**src/rtl/instr_queue.sv**
```systemverilog
// Circular instruction queue between fetch and decode: first-word-fall-through head,
// valid/ready handshake on both sides, registered head-relative peek and synchronous flush.
module instr_queue #(
    parameter int IW    = 32,
    parameter int DEPTH = 16,
    localparam int AW   = $clog2(DEPTH)
) (
    input  logic          clk,
    input  logic          rst,
    input  logic          flush,
    input  logic          in_valid,
    input  logic [IW-1:0] in_instr,
    output logic          in_ready,
    output logic          out_valid,
    output logic [IW-1:0] out_instr,
    input  logic          out_ready,
    input  logic          peek_en,
    input  logic [AW-1:0] peek_idx,
    output logic [IW-1:0] peek_instr,
    output logic          peek_hit,
    output logic [AW:0]   count
);

    localparam logic [AW:0] PTR_ONE = {{AW{1'b0}}, 1'b1};

    logic [IW-1:0] r_mem [DEPTH];
    logic [AW:0]   r_wrPtr;
    logic [AW:0]   r_rdPtr;
    logic [IW-1:0] r_peekInstr;
    logic          r_peekHit;

    logic          w_full;
    logic          w_empty;
    logic          w_push;
    logic          w_pop;
    logic [AW:0]   w_count;
    logic [AW-1:0] w_peekAddr;

    // The extra pointer MSB distinguishes full from empty when the low bits match.
    assign w_full     = (r_wrPtr[AW] != r_rdPtr[AW]) && (r_wrPtr[AW-1:0] == r_rdPtr[AW-1:0]);
    assign w_empty    = (r_wrPtr == r_rdPtr);
    assign w_count    = r_wrPtr - r_rdPtr;
    assign w_push     = in_valid && !w_full && !flush;
    assign w_pop      = !w_empty && out_ready && !flush;
    assign w_peekAddr = r_rdPtr[AW-1:0] + peek_idx;

    assign in_ready   = !w_full;
    assign out_valid  = !w_empty;
    assign out_instr  = r_mem[r_rdPtr[AW-1:0]];
    assign count      = w_count;
    assign peek_instr = r_peekInstr;
    assign peek_hit   = r_peekHit;

    // Storage is deliberately left unreset; only the pointers define what is valid.
    always_ff @(posedge clk) begin
        if (w_push) begin
            r_mem[r_wrPtr[AW-1:0]] <= in_instr;
        end
    end

    always_ff @(posedge clk or posedge rst) begin
        if (rst) begin
            r_wrPtr <= '0;
            r_rdPtr <= '0;
        end else if (flush) begin
            r_wrPtr <= '0;
            r_rdPtr <= '0;
        end else begin
            if (w_push) begin
                r_wrPtr <= r_wrPtr + PTR_ONE;
            end
            if (w_pop) begin
                r_rdPtr <= r_rdPtr + PTR_ONE;
            end
        end
    end

    // Peek samples pre-edge pointers, so a same-cycle push or pop does not disturb it.
    always_ff @(posedge clk or posedge rst) begin
        if (rst) begin
            r_peekInstr <= '0;
            r_peekHit   <= 1'b0;
        end else if (flush) begin
            r_peekHit   <= 1'b0;
        end else if (peek_en) begin
            r_peekInstr <= r_mem[w_peekAddr];
            r_peekHit   <= ({1'b0, peek_idx} < w_count);
        end
    end

endmodule

```
**config.mk**
```make
export PLATFORM = sky130hd
export DESIGN_NAME = instr_queue
export DESIGN_NICKNAME = d
export VERILOG_FILES = /design/src/rtl/instr_queue.sv
export SDC_FILE = /design/constraint.sdc
export NUM_CORES = 1
export LEC_CHECK = 0
export CELL_PAD_IN_SITES_DETAIL_PLACEMENT = 1
export CELL_PAD_IN_SITES_GLOBAL_PLACEMENT = 1
export CORE_MARGIN = 1.5
export CORE_UTILIZATION = 53
export DETAILED_ROUTE_END_ITERATION = 6
export GPL_TIMING_DRIVEN = 0
export MAX_ROUTING_LAYER = met4
export PLACE_DENSITY_LB_ADDON = 0.3
export SYNTH_ARGS = -nofsm -noshare
export SYNTH_HDL_FRONTEND = slang
export SYNTH_SLANG_ARGS = --single-unit
```
**constraint.sdc**
```tcl
create_clock -name clk -period 6.4 [get_ports clk]
set_input_delay 0.64 -clock clk [delete_from_list [all_inputs] [get_ports clk]]
set_output_delay 0.64 -clock clk [all_outputs]
set_load 0.02 [all_outputs]
```
* Word level (Yosys, flattened, before mapping)
Memory sizes are Yosys's and may differ from the RTL's. A register that Yosys moved wholly into a read port is not among the register bits.
Cells that the tools add are included.
W data, S select, Z words.
** Storage, ports and cells
- Word-level logic and storage cells :: 33
- Input bits :: 42
- Memory bits (writable) :: 512
- Register bits after elaboration :: 11
- Memories kept :: 1
- Bits in read-only memories :: 0
- Latch bits :: 0
** Memory list
- r_mem :: depth 16, width 32, rd ports 2, clocked after Yosys merged registers in 1, write ports 1, RTL line 26 : logic [IW-1:0] r_mem [DEPTH];
** Operators by class
- Add/sub/neg operators :: 4
- Reduce and logical (&&, ||, !) cells :: 12
- Shift-type cells :: 0
- Multipliers :: 0
- Bitwise operators :: 1
- Muxes and demuxes :: 8
- Divide/modulo/power cells :: 0
- Order comparisons :: 1
- Equality and inequality tests :: 3
** Operator list (number)
- $mux W5 :: 4
- $add A5 B1 Y5 const B :: 2
- $reduce_bool A2 Y1 :: 3
- $eq A5 B5 Y1 :: 1
- $logic_and A1 B1 Y1 :: 5
- $lt A4 B5 Y1 :: 1
- $sub A5 B5 Y5 :: 1
- $add A4 B4 Y4 :: 1
- $eq A4 B4 Y1 :: 1
- $mux W1 :: 4
- $logic_not A1 Y1 :: 3
- $reduce_and A2 Y1 :: 1
- $ne A1 B1 Y1 :: 1
- $not A1 Y1 :: 1

* Depth between registers and ports, before layout
Gate-level depths: netlist of the first run.
- Depth after elaboration :: 7
- Mapped depth :: 11
- Depth with buffers taken out :: 9

* Worst setup path after synthesis of the first run
OpenSTA, ideal clock, no wires.
- Path kind :: reg2reg
- From :: register r_rdPtr[2]
- To :: memory r_mem[0][0] (enable)
- Required time :: 5.939 ns
- Arrival time :: 4.496 ns
- Cell stages (with the launch flop) :: 11
- Buffers on the path :: 3
- Path slack :: 1.443 ns
- Library setup time :: 0.461 ns
- Path through :: dfrtp_1 > buf_2 > clkbuf_1 > inv_2 > clkbuf_1 > ha_1 > and4_1 > a21boi_2 > nor2b_1 > nand2_1 > nor3_1
** On the way
- Cells in the longest elaborated chain, start to end :: 7
** Ends and longest elaborated chain
- start, declared :: RTL line 28 : logic [AW:0] r_rdPtr;
- start signal, assigned :: RTL line 73 : r_rdPtr <= r_rdPtr + PTR_ONE;
- $eq A4 B4 Y1 :: RTL line 40 : assign w_full = (r_wrPtr[AW] != r_rdPtr[AW]) && (r_wrPtr[AW-1:0] == r_rdPtr[AW-1:0]);
- $logic_and A1 B1 Y1 :: RTL line 40
- $logic_not A1 Y1 :: RTL line 43 : assign w_push = in_valid && !w_full && !flush;
- $logic_and A1 B1 Y1 (2 in series) :: RTL line 43
- $mux W1 :: RTL line 56 : if (w_push) begin
- $mux W1 (implied by the code) :: RTL line 57 : r_mem[r_wrPtr[AW-1:0]] <= in_instr;
- end, declared :: RTL line 26
No other way between the ends.

* Final worst setup path of the first run
- From :: register r_rdPtr[2]
- To :: memory r_mem[3][18] (enable)
The elaborated chain is that of the path after synthesis.

==> impl_metrics.py, run 1 <==
metrics = {
    "synthesis": {
        "synth.avg_cell_area_sq_um": 18.6,
        "synth_edf_count": 512,
        "synth_nets": 1436,
        "synthTopCellsByArea": "edfxtp_1, mux4_2, dfrtp_1",
        "synth_top_area_share_pct": 60.0,
        "synthCells": 1377,
        "synth_area_sq_mm": 0.0256,
        "synth-seq-cells": 555,
        "synth.most_common_cell": "edfxtp_1",
        "synth-async-reset-ratio_pct": 7.75,
        "synth_commonest_cells": "edfxtp_1, mux4_2, nand2_1",
        "ys_types": 36,
        "seq_area_frac_synth_pct": 64.2,
        "ys.warnings.count": 0,
        "ys.flop_type": "edfxtp_1",
        "synth_top_cell_by_area": "edfxtp_1",
    },
    "clock_network": {
        "clock_latency_ps": 630,
        "clk_pin_slew_worst_paths_ps": 60,
        "cts_buffers": 58,
        "clockBufferDepth": 3,
        "cts-root-buf": "clkbuf_16",
        "cts_tree": "yes",
        "post_cts_buffers": 0,
        "cts_resized": 0,
        "clock_sinks": 555,
        "ctsHoldBuffers": 0,
        "h-tree-depth": 2,
    },
    "global_route": {
        "antenna_found_initial": 2,
        "grt_pass1_wl_um": 117000,
        "gr-usage-all-layers_pct": 34.2,
        "grt_max_degree": 26,
        "grt_pass1_vias": 17000,
        "grt_overflow_total": 0,
    },
    "placed_design": {
        "dpl_worst_slack_ps": 1290,
        "gp_congestion": 0.835,
        "hpwl_um": 52500,
        "io_buffers": 113,
        "dp_cells": 2135,
    },
    "final_layout": {
        "drive_gt1_share_pct": 29.0,
        "syn2layout_area_growth_pct": 17.2,
        "fillers": 4041,
        "final_nets": 1639,
        "layout.cells.non_filler": 2246,
    },
    "setup_path": {
        "crit_path_top_delay_cell": "nor3_2",
        "crit_start": "r_rdPtr[2]$_DFFE_PP0P_",
        "path_max_fanout": 10,
        "cp.required_ps": 6720,
        "reg2reg_depth": 12,
        "cp-end-kind": "flop",
        "cp.arrival_ps": 5490,
        "critPathKind": "reg -> reg",
        "cp_common_cell": "clkbuf_1",
        "cp_slowest_stage_delay_ps": 890,
        "path_cells": "buf_2 -> clkbuf_1 -> inv_2 -> clkbuf_1 -> ha_1 -> and4_1 -> a21boi_2 -> nor2b_1 -> nand2_1 -> nor3_2 -> buf_8 -> buf_6",
        "regToRegStartpoint": "r_rdPtr[2]$_DFFE_PP0P_",
        "startpoint_type": "flop",
    },
    "die": {
        "rows": 80,
        "start_util_pct": 53.7,
        "dieHeight_um": 223,
        "core_area_sq_mm": 0.0477,
        "io_pins": 114,
        "die_area_sq_mm": 0.0497,
        "die_width_um": 223,
    },
    "sta": {
        "max_slew_margin_pct": 23.2,
        "finalSetupViolations": 0,
        "fin_worst_skew_ps": 16.8,
        "finalCritPeriodShare_pct": 80.7,
        "final.min_clock_period_ps": 5170,
        "rsz0062_at_grt": "false",
        "finalHoldViolations": 0,
        "fmax_mhz": 194,
        "worst_slew_pin_slew_ps": 1150,
        "layout_setup_ws_ps": 1230,
        "finalMaxSlewViolations": 0,
    },
    "detailed_routing": {
        "wl_met1_um": 29500,
        "ant_nets": 0,
        "drt_pass1_iterations": 5,
        "drt-initial-drc-count": 2062,
        "post_drt_wl_per_cell_um": 35.5,
        "wl_um": 79700,
        "top_layer_used": "met4",
        "vias": 15700,
        "route.met3.wl_um": 7670,
        "route.detailed.drc": 0,
        "wl_met2_um": 39800,
        "post_drt_via_cell_ratio": 6.98,
    },
    "job": {
        "drv_cap": 0,
    },
    "outcome": {
        "outcome": "finished clean",
    },
    "power_and_ir_drop": {
        "p_per_area_mw_per_mm2": 344,
        "ir_drop_v": 0.000345,
        "p_leak_nw": 9.83,
    },
    "worst_hold_path": {
        "hp-class": "in -> async",
    },
}
[layer usage]
layer  up-vias  GRT usage [%]
li1       6103              -
met1      8371           43.7
met2      1000           54.3
met3       194           7.92
met4         0           12.0
met5         -              -
[worst paths after layout]
kind,end,slack [ps]
worst max-delay path,r_mem[3][18]$_DFFE_PP_,1230
worst min register to register,peek_instr[22]$_DFFE_PP0P_,520
worst min-delay path,peek_instr[30]$_DFFE_PP0P_,430
min in group clk,peek_instr[22]$_DFFE_PP0P_,520
worst max register to register,r_mem[3][18]$_DFFE_PP_,1230
max in group asynchronous,peek_instr[16]$_DFFE_PP0P_,5320
[layout by cell type (no fill, tap or decap), types with 33 or more instances in the layout]
cell and n:
nand2_1 201, clkbuf_1 60, clkbuf_16 59, mux2_2 33
clkdlybuf4s50_1 113, mux4_2 256, edfxtp_1 512, dfrtp_1 43
[sequential cells by signal (all words and copies together) (netlist names)]
signal	count
peek_hit	1
peek_instr	32
r_mem	512
r_rdPtr	5
r_wrPtr	5
[where the power goes]
part / switching [W] / leakage [nW] / total (W) / internal [W]
Combinational: 0.00143 / 3.73 / 0.00275 / 0.00132
Clock: 0.00143 / 0.936 / 0.00341 / 0.00198
Sequential: 0.0000848 / 5.16 / 0.00415 / 0.00406
Total: 0.00295 / 9.83 / 0.0103 / 0.00736
[cell type report]
type,instances,area (sq um),area share [%]
well taps,615,769,2.56
repair buffers,143,1600,5.34
plain buffers,100,562,1.87
flip-flops and latches,555,16500,54.8
multi-input cells,708,8670,28.9
inverters,14,52.6,0.175
clock inverters,23,224,0.746
clock buffers,86,1690,5.62
diodes,2,5.00,0.0167
[critical path: cells and delay by family, from the launching register on]
kind	cells	cell delay, ps
DFF	1	370
and+or+nand+nor	4	1770
buffers and inverters	6	1940
adders and majority gates	1	440
AOI/OAI and AO/OA	1	300
[per-stage QoR]
step | hold WS (ps) | setup TNS, ps | total power [W] | instance area (sq um) | utilization (%)
global placement | 496 | -429090 | 0.00685 | 27500 | 57.6
CTS | 432 | 0 | 0.0103 | 30000 | 62.9
finish | 431 | 0 | 0.0103 | 30000 | 62.9
floorplan | 561 | 0 | 0.00598 | 25600 | -
detailed placement | 501 | 0 | 0.00694 | 28100 | 58.9
global route | 441 | 0 | 0.0106 | 30000 | 62.9
[logic make-up (layout without fill, tap and decap cells)]
logic type      count (synthesis)  after routing  share of synthesized area, %
xor+xnor                       15             15                         0.542
compound gates                 79             79                          2.25
flops                         555            555                          64.2
other cells                     0              2                             0
mux                           321            321                          25.2
simple gates                  276            276                          4.51
buf+inv                       114            366                          2.40
fa+ha+maj                      17             17                         0.889
No activity file was read; power rests on OpenSTA's default activity.
==> run 2, diff against run 1 <==
--- a/config.mk
+++ b/config.mk
@@ -8,7 +8,7 @@
 export CELL_PAD_IN_SITES_DETAIL_PLACEMENT = 1
 export CELL_PAD_IN_SITES_GLOBAL_PLACEMENT = 1
 export CORE_MARGIN = 1.5
-export CORE_UTILIZATION = 53
+export CORE_UTILIZATION = 48
 export DETAILED_ROUTE_END_ITERATION = 6
 export GPL_TIMING_DRIVEN = 0
 export MAX_ROUTING_LAYER = met4
==> constraint.sdc (replaced) <==
create_clock -name clk -period 4.7 [get_ports clk]
set_input_delay 0.47 -clock clk [delete_from_list [all_inputs] [get_ports clk]]
set_output_delay 0.47 -clock clk [all_outputs]
set_load 0.02 [all_outputs]
==> impl_metrics.py, run 2 (synthesis gave the netlist of run 1 again) <==
metrics = {
    "final_layout": {
        "layout.cells.non_filler": 2333,
        "multi_input_area_sq_mm": 0.00868,
        "final_common_cell": "edfxtp_1",
        "final_nets": 1655,
        "drive_gt1_share_pct": 29.8,
        "syn2layout_area_growth_pct": 18.2,
        "largest_reg_flops": 512,
        "regArea_sq_mm": 0.0165,
        "fillers": 4592,
        "final_cell_mix": "edfxtp_1, mux4_2, nand2_1",
    },
    "power_and_ir_drop": {
        "ir_drop_v": 0.000287,
        "p_leak_nw": 9.87,
        "finalPower_w": 0.0137,
        "p_per_area_mw_per_mm2": 454,
    },
    "global_route": {
        "gr-usage-all-layers_pct": 30.8,
        "antenna_found_initial": 1,
        "grt_overflow_total": 0,
        "grt_pass1_wl_um": 115000,
        "grt_pass1_vias": 16500,
        "grt_max_degree": 25,
    },
    "detailed_routing": {
        "wl_met2_um": 40000,
        "vias": 15500,
        "drt-initial-drc-count": 1902,
        "post_drt_via_cell_ratio": 6.66,
        "top_layer_used": "met4",
        "drt_pass1_iterations": 5,
        "route.met3.wl_um": 7270,
        "wl_met1_um": 30100,
        "route.detailed.drc": 0,
        "post_drt_wl_per_cell_um": 34.2,
        "ant_nets": 0,
        "wl_um": 79800,
    },
    "setup_path": {
        "r2r_slack_ps": 60,
        "reg2reg_depth": 10,
        "cp-end-kind": "flop",
        "cp.arrival_ps": 5090,
        "cp_common_cell": "buf_2",
        "path_max_fanout": 11,
        "cp_slowest_stage_delay_ps": 810,
        "path_cells": "buf_2 -> clkinv_1 -> clkbuf_2 -> fa_1 -> buf_2 -> buf_1 -> mux4_2 -> mux2_2 -> nand2_1 -> o311ai_1",
        "worst-path-buf-inv": 5,
        "regToRegStartpoint": "r_rdPtr[1]$_DFFE_PP0P_",
        "critPathKind": "reg -> reg",
        "crit_family": "buffers and inverters",
        "startpoint_type": "flop",
        "cp.required_ps": 5150,
        "crit_path_top_delay_cell": "buf_1",
        "worst_r2r_endpoint": "peek_instr[15]$_DFFE_PP0P_",
    },
    "sta": {
        "worst_slew_pin_slew_ps": 1200,
        "setup_tns_ps": 0,
        "final.min_clock_period_ps": 4640,
        "fmax_mhz": 215,
        "finalSetupViolations": 0,
        "finalMaxSlewViolations": 0,
        "finalCritPeriodShare_pct": 98.8,
        "max_slew_margin_pct": 20.2,
        "fin_worst_skew_ps": 22.6,
        "finalHoldViolations": 0,
    },
    "die": {
        "die_area_sq_mm": 0.0548,
        "start_util_pct": 48.7,
        "rows": 84,
        "dieHeight_um": 234,
        "io_pins": 114,
        "core_area_sq_mm": 0.0527,
        "die_width_um": 234,
    },
    "clock_network": {
        "clockBufferDepth": 3,
        "clk_pin_slew_worst_paths_ps": 70,
        "clock_latency_ps": 630,
        "h-tree-depth": 2,
        "cts-root-buf": "clkbuf_16",
        "cts_tree": "yes",
        "clock_sinks": 555,
        "cts_buffers": 58,
    },
    "worst_hold_path": {
        "hp-class": "in -> async",
    },
    "placed_design": {
        "dp_cells": 2203,
        "hpwl_um": 52800,
        "gp_congestion": 0.827,
        "io_buffers": 113,
    },
    "outcome": {
        "outcome": "finished clean",
    },
    "job": {
        "drv_cap": 0,
    },
}
==> run 2: final cells by class <==
cell class	count	share of cell area [%]
Multi-Input combinational cell	708	28.7
Timing Repair Buffer	160	6.28
Tap cell	688	2.84
Buffer	99	1.85
Inverter	14	0.174
Antenna cell	1	0.00826
Clock buffer	72	5.10
Clock inverter	36	0.735
Sequential cell	555	54.3
==> run 2: through the flow <==
step / utilization [%] / worst slack (ps) / hold slack (ps) / cell area, sq um
5_1_grt: 57.5 / -6.04 / 289 / 30300
2_1_floorplan: - / -255 / 561 / 25600
3_5_place_dp: 53.5 / -482 / 509 / 28200
3_3_place_gp: 52.5 / -4200 / 495 / 27600
6_report: 57.5 / 58.1 / 233 / 30300
4_1_cts: 57.4 / 26.6 / 241 / 30200
==> run 2: routing by layer <==
layer  GRT usage, %  up-vias
met4           9.40        0
met3           6.49      164
met5              -        -
met1           39.0     8314
met2           50.3      957
li1               -     6114
==> run 2: worst max path at each step <==
| stage | cells after the start | slack [ps] | from | to |
|---|---|---|---|---|
| finish | 10 | 60 | r_rdPtr[1]$_DFFE_PP0P_ | peek_instr[15]$_DFFE_PP0P_ |
| global placement | 10 | -4200 | r_rdPtr[2]$_DFFE_PP0P_ | r_mem[2][14]$_DFFE_PP_ |
| floorplan | 10 | -260 | r_rdPtr[2]$_DFFE_PP0P_ | r_mem[1][0]$_DFFE_PP_ |
| CTS | 10 | 30 | r_rdPtr[1]$_DFFE_PP0P_ | r_mem[0][14]$_DFFE_PP_ |
| global route | 11 | -6 | r_rdPtr[1]$_DFFE_PP0P_ | r_mem[1][19]$_DFFE_PP_ |
| detailed placement | 12 | -480 | r_rdPtr[2]$_DFFE_PP0P_ | r_mem[2][15]$_DFFE_PP_ |
==> run 2: report_power, final <==
part | total, W | switching, W | internal (W)
sequential | 0.00565 | 0.000112 | 0.00553
combinational | 0.00373 | 0.00193 | 0.00180
clock | 0.00436 | 0.00197 | 0.00238
total | 0.0137 | 0.00402 | 0.00972
==> run 2: worst reg2reg max path, cell delays in order (launching register included) <==
cell and delay, ps:
dfrtp_1 460, buf_2 420, clkinv_1 430, clkbuf_2 420, fa_1 630, buf_2 360
buf_1 810, mux4_2 440, mux2_2 280, nand2_1 80, o311ai_1 130
==> run 2: repair_timing <==
item / in CTS / in global routing
pin swaps: 12 / 1
buffers inserted: 18 / 4
hold buffers: 0 / 0
gates cloned: 0 / 0
resized for setup: 1 / 6
setup endpoints to repair: 411 / 83
==> patch, RTL diff (flow settings as in run 2) <==
Put a register stage on the output `count`, without a reset. The value now appears one clock later. The other outputs are not delayed to match.
--- a/src/rtl/instr_queue.sv
+++ b/src/rtl/instr_queue.sv
@@ -47,7 +47,9 @@
     assign in_ready   = !w_full;
     assign out_valid  = !w_empty;
     assign out_instr  = r_mem[r_rdPtr[AW-1:0]];
-    assign count      = w_count;
+    always_ff @(posedge clk) begin
+        count <= w_count;
+    end
     assign peek_instr = r_peekInstr;
     assign peek_hit   = r_peekHit;
 
Check against the original RTL: not equivalent (a bounded check fails within 4 cycles, from zero or initial values and one cycle with rst high).
==> patch against run 2 <==
The flow now finishes with violations (setup timing); highest routed layer unchanged; design area up 0.64%; synthesized area about the same; wire length is 0.55% higher; via count shrank 0.59%; largest power group unchanged; worst hold slack got worse by 0.089 ns; sequential cell count increased by 5; worst setup slack worse by 0.073 ns; sequential share of layout area about the same; die area about the same; count of clock-buffer cells in the layout rose by 16; power grew 2.2%.
==> patch: results (changes against run 2) <==
[timing]
layout_setup_ws_ns = -0.0149  ; -0.0730 ns
holdWs_ns = 0.144  ; -0.0888 ns
clock_skew_ns = 0.0300  ; +0.00746 ns
setup_viol = 2  ; +2
worst_pin_slew_ns = 1.17  ; -0.0272 ns

[placement]
place_ws_ns = -0.895  ; -0.413 ns
dpl.cell_count = 2177  ; -1.2%
globalplace.congestion = 0.820  ; -0.91%
port_buffers = 113  ; unchanged
place_hpwl_um = 53100  ; +0.60%

[cells_and_area]
largest_reg_flops = 512  ; unchanged
layout.nets = 1626  ; -1.8%
final_layout_size_suffix_gt1_share_pct = 29.8  ; about the same

[synth]
yosys_warnings = 0  ; unchanged
ys_seq_area_share_pct = 64.5  ; +0.34 points
yosys-top-cells-count = edfxtp_1 (512), mux4_2 (256), nand2_1 (137)
synth_edf_count = 512  ; unchanged
postSynthNetCount = 1409  ; -1.9%
synth_cell_types = 37  ; +2.8%
synth_top_flop_cell = edfxtp_1
async_flop_share_pct = 7.68  ; -0.069 points
synthTopCellsByArea = edfxtp_1 (60%), mux4_2 (22%), dfrtp_1 (4.2%)
syn_area_per_cell_um2 = 19.0  ; +2.1%

[global_route]
grt_max_degree = 33  ; +32%
grt_use_total_pct = 30.9  ; +0.14 points
grt_pass1_vias = 16700  ; +0.98%
antenna_found_initial = 2  ; +1
grt_pass1_wl_um = 115000  ; about the same

[route]
vias_per_cell = 6.70  ; +0.58%
wire_per_inst_um = 34.8  ; +1.7%
drt-initial-drc-count = 1933  ; +1.6%
routed_wl_um = 80200  ; +0.55%
drtPass1Iterations = 6  ; +1
route.detailed.drc = 0  ; unchanged

[critical_path]
reg2reg_from = r_rdPtr[1]
cp_max_fo = 11  ; unchanged
r2r_end = peek_instr[25]
reg2reg_depth = 10  ; unchanged
critical_path_class = flop to flop

[clocking]
clk_pin_slew_worst_paths_ns = 0.06
clock_latency_ns = 0.63  ; about the same
cts_max_level = 2  ; unchanged
cts_made_buffers = 58  ; unchanged
clock_path_buffers = 3  ; unchanged
root_buffer = clkbuf_16

[outcome]
status = finished with violations
violations = setup timing

[hold_path]
min_path_type = primary input to asynchronous set/reset pin

[power_and_ir_drop]
leakage_nw = 9.90  ; +0.33%
ir_drop_mv = 0.346  ; +20%

## patch: cell count changes in the layout (fill, tap and decap cells not counted), moves of 6 or more
cell / change
o311ai_1: -32
buf_6: -8
buf_1: -6
clkinvlp_4: -6
nand2_1: -66
a22oi_1: +32
o31ai_1: +32
clkbuf_1: +19
## patch: how the worst max path moves through the flow
| stage | to | cells past startpoint |
|---|---|---|
| after floorplan | r_mem[1][0] | 10 |
| final | peek_instr[25] | 10 |
| after global routing | r_mem[2][12] | 12 |
| after CTS | r_mem[1][14] | 12 |
| after global placement | r_mem[1][16] | 10 |
| after detailed placement | r_mem[2][15] | 13 |
## patch: routing by layer
metal  up-vias  track usage, %  share of wire (%)
met4         0            12.4                3.9
met1      8247            39.2                 37
met2       926            50.2                 50
met3       211            5.05                8.7
met5         -               -                  0
li1       6074               -                  -
## patch: cell families (layout without fill, tap and decap cells)
group                      Yosys count  in the layout  share of synthesized area [%]
muxes                              321            321                           25.2
adders and majority gates           17             17                          0.888
and+or+nand+nor                    212            214                           3.57
DFF                                560            560                           64.5
buffers and inverters              114            378                           2.24
xor gates and xnor gates            15             15                          0.542
AOI/OAI and AO/OA                  111            111                           3.03
other                                0              2                              0
## patch: metrics by stage
step / instance area, um2 / setup TNS (ns)
global route: 30500 / -0.562
finish: 30500 / -0.0264
global placement: 27600 / -1361.55
CTS: 30500 / 0
detailed placement: 28300 / -231.33
floorplan: 25700 / -25.84
## patch: critical path: stages (launching register included)
cell	delay [ns]
dfrtp_1	0.52
buf_2	0.38
clkinv_1	0.43
clkbuf_2	0.45
fa_1	0.66
clkbuf_2	0.35
buf_1	0.66
mux4_2	0.43
mux2_2	0.32
a22oi_1	0.21
o31ai_1	0.11
## patch: area by class of cell
class	count	area (um2)
diodes	2	5.00
plain buffers	99	531
clock buffers	88	1700
clock inverters	21	174
fillers	4554	22200
inverters	14	56.3
multi-input cells	678	8680
flip-flops and latches	560	16600
well taps	688	861
repair buffers	156	1920
## patch: repair_timing
item	CTS	global route
hold buffers	0	0
gates cloned	2	0
pin swaps	16	0
gates resized for setup	9	3
setup endpoints to repair	544	66
buffers inserted	17	0
## patch: power by group
part	switching [mW]	leakage, nW	total, mW	internal [mW]
logic	1.94	3.78	3.74	1.80
clock network	1.94	0.920	4.58	2.64
registers	0.130	5.20	5.72	5.59
total	4.01	9.90	14.0	10.0
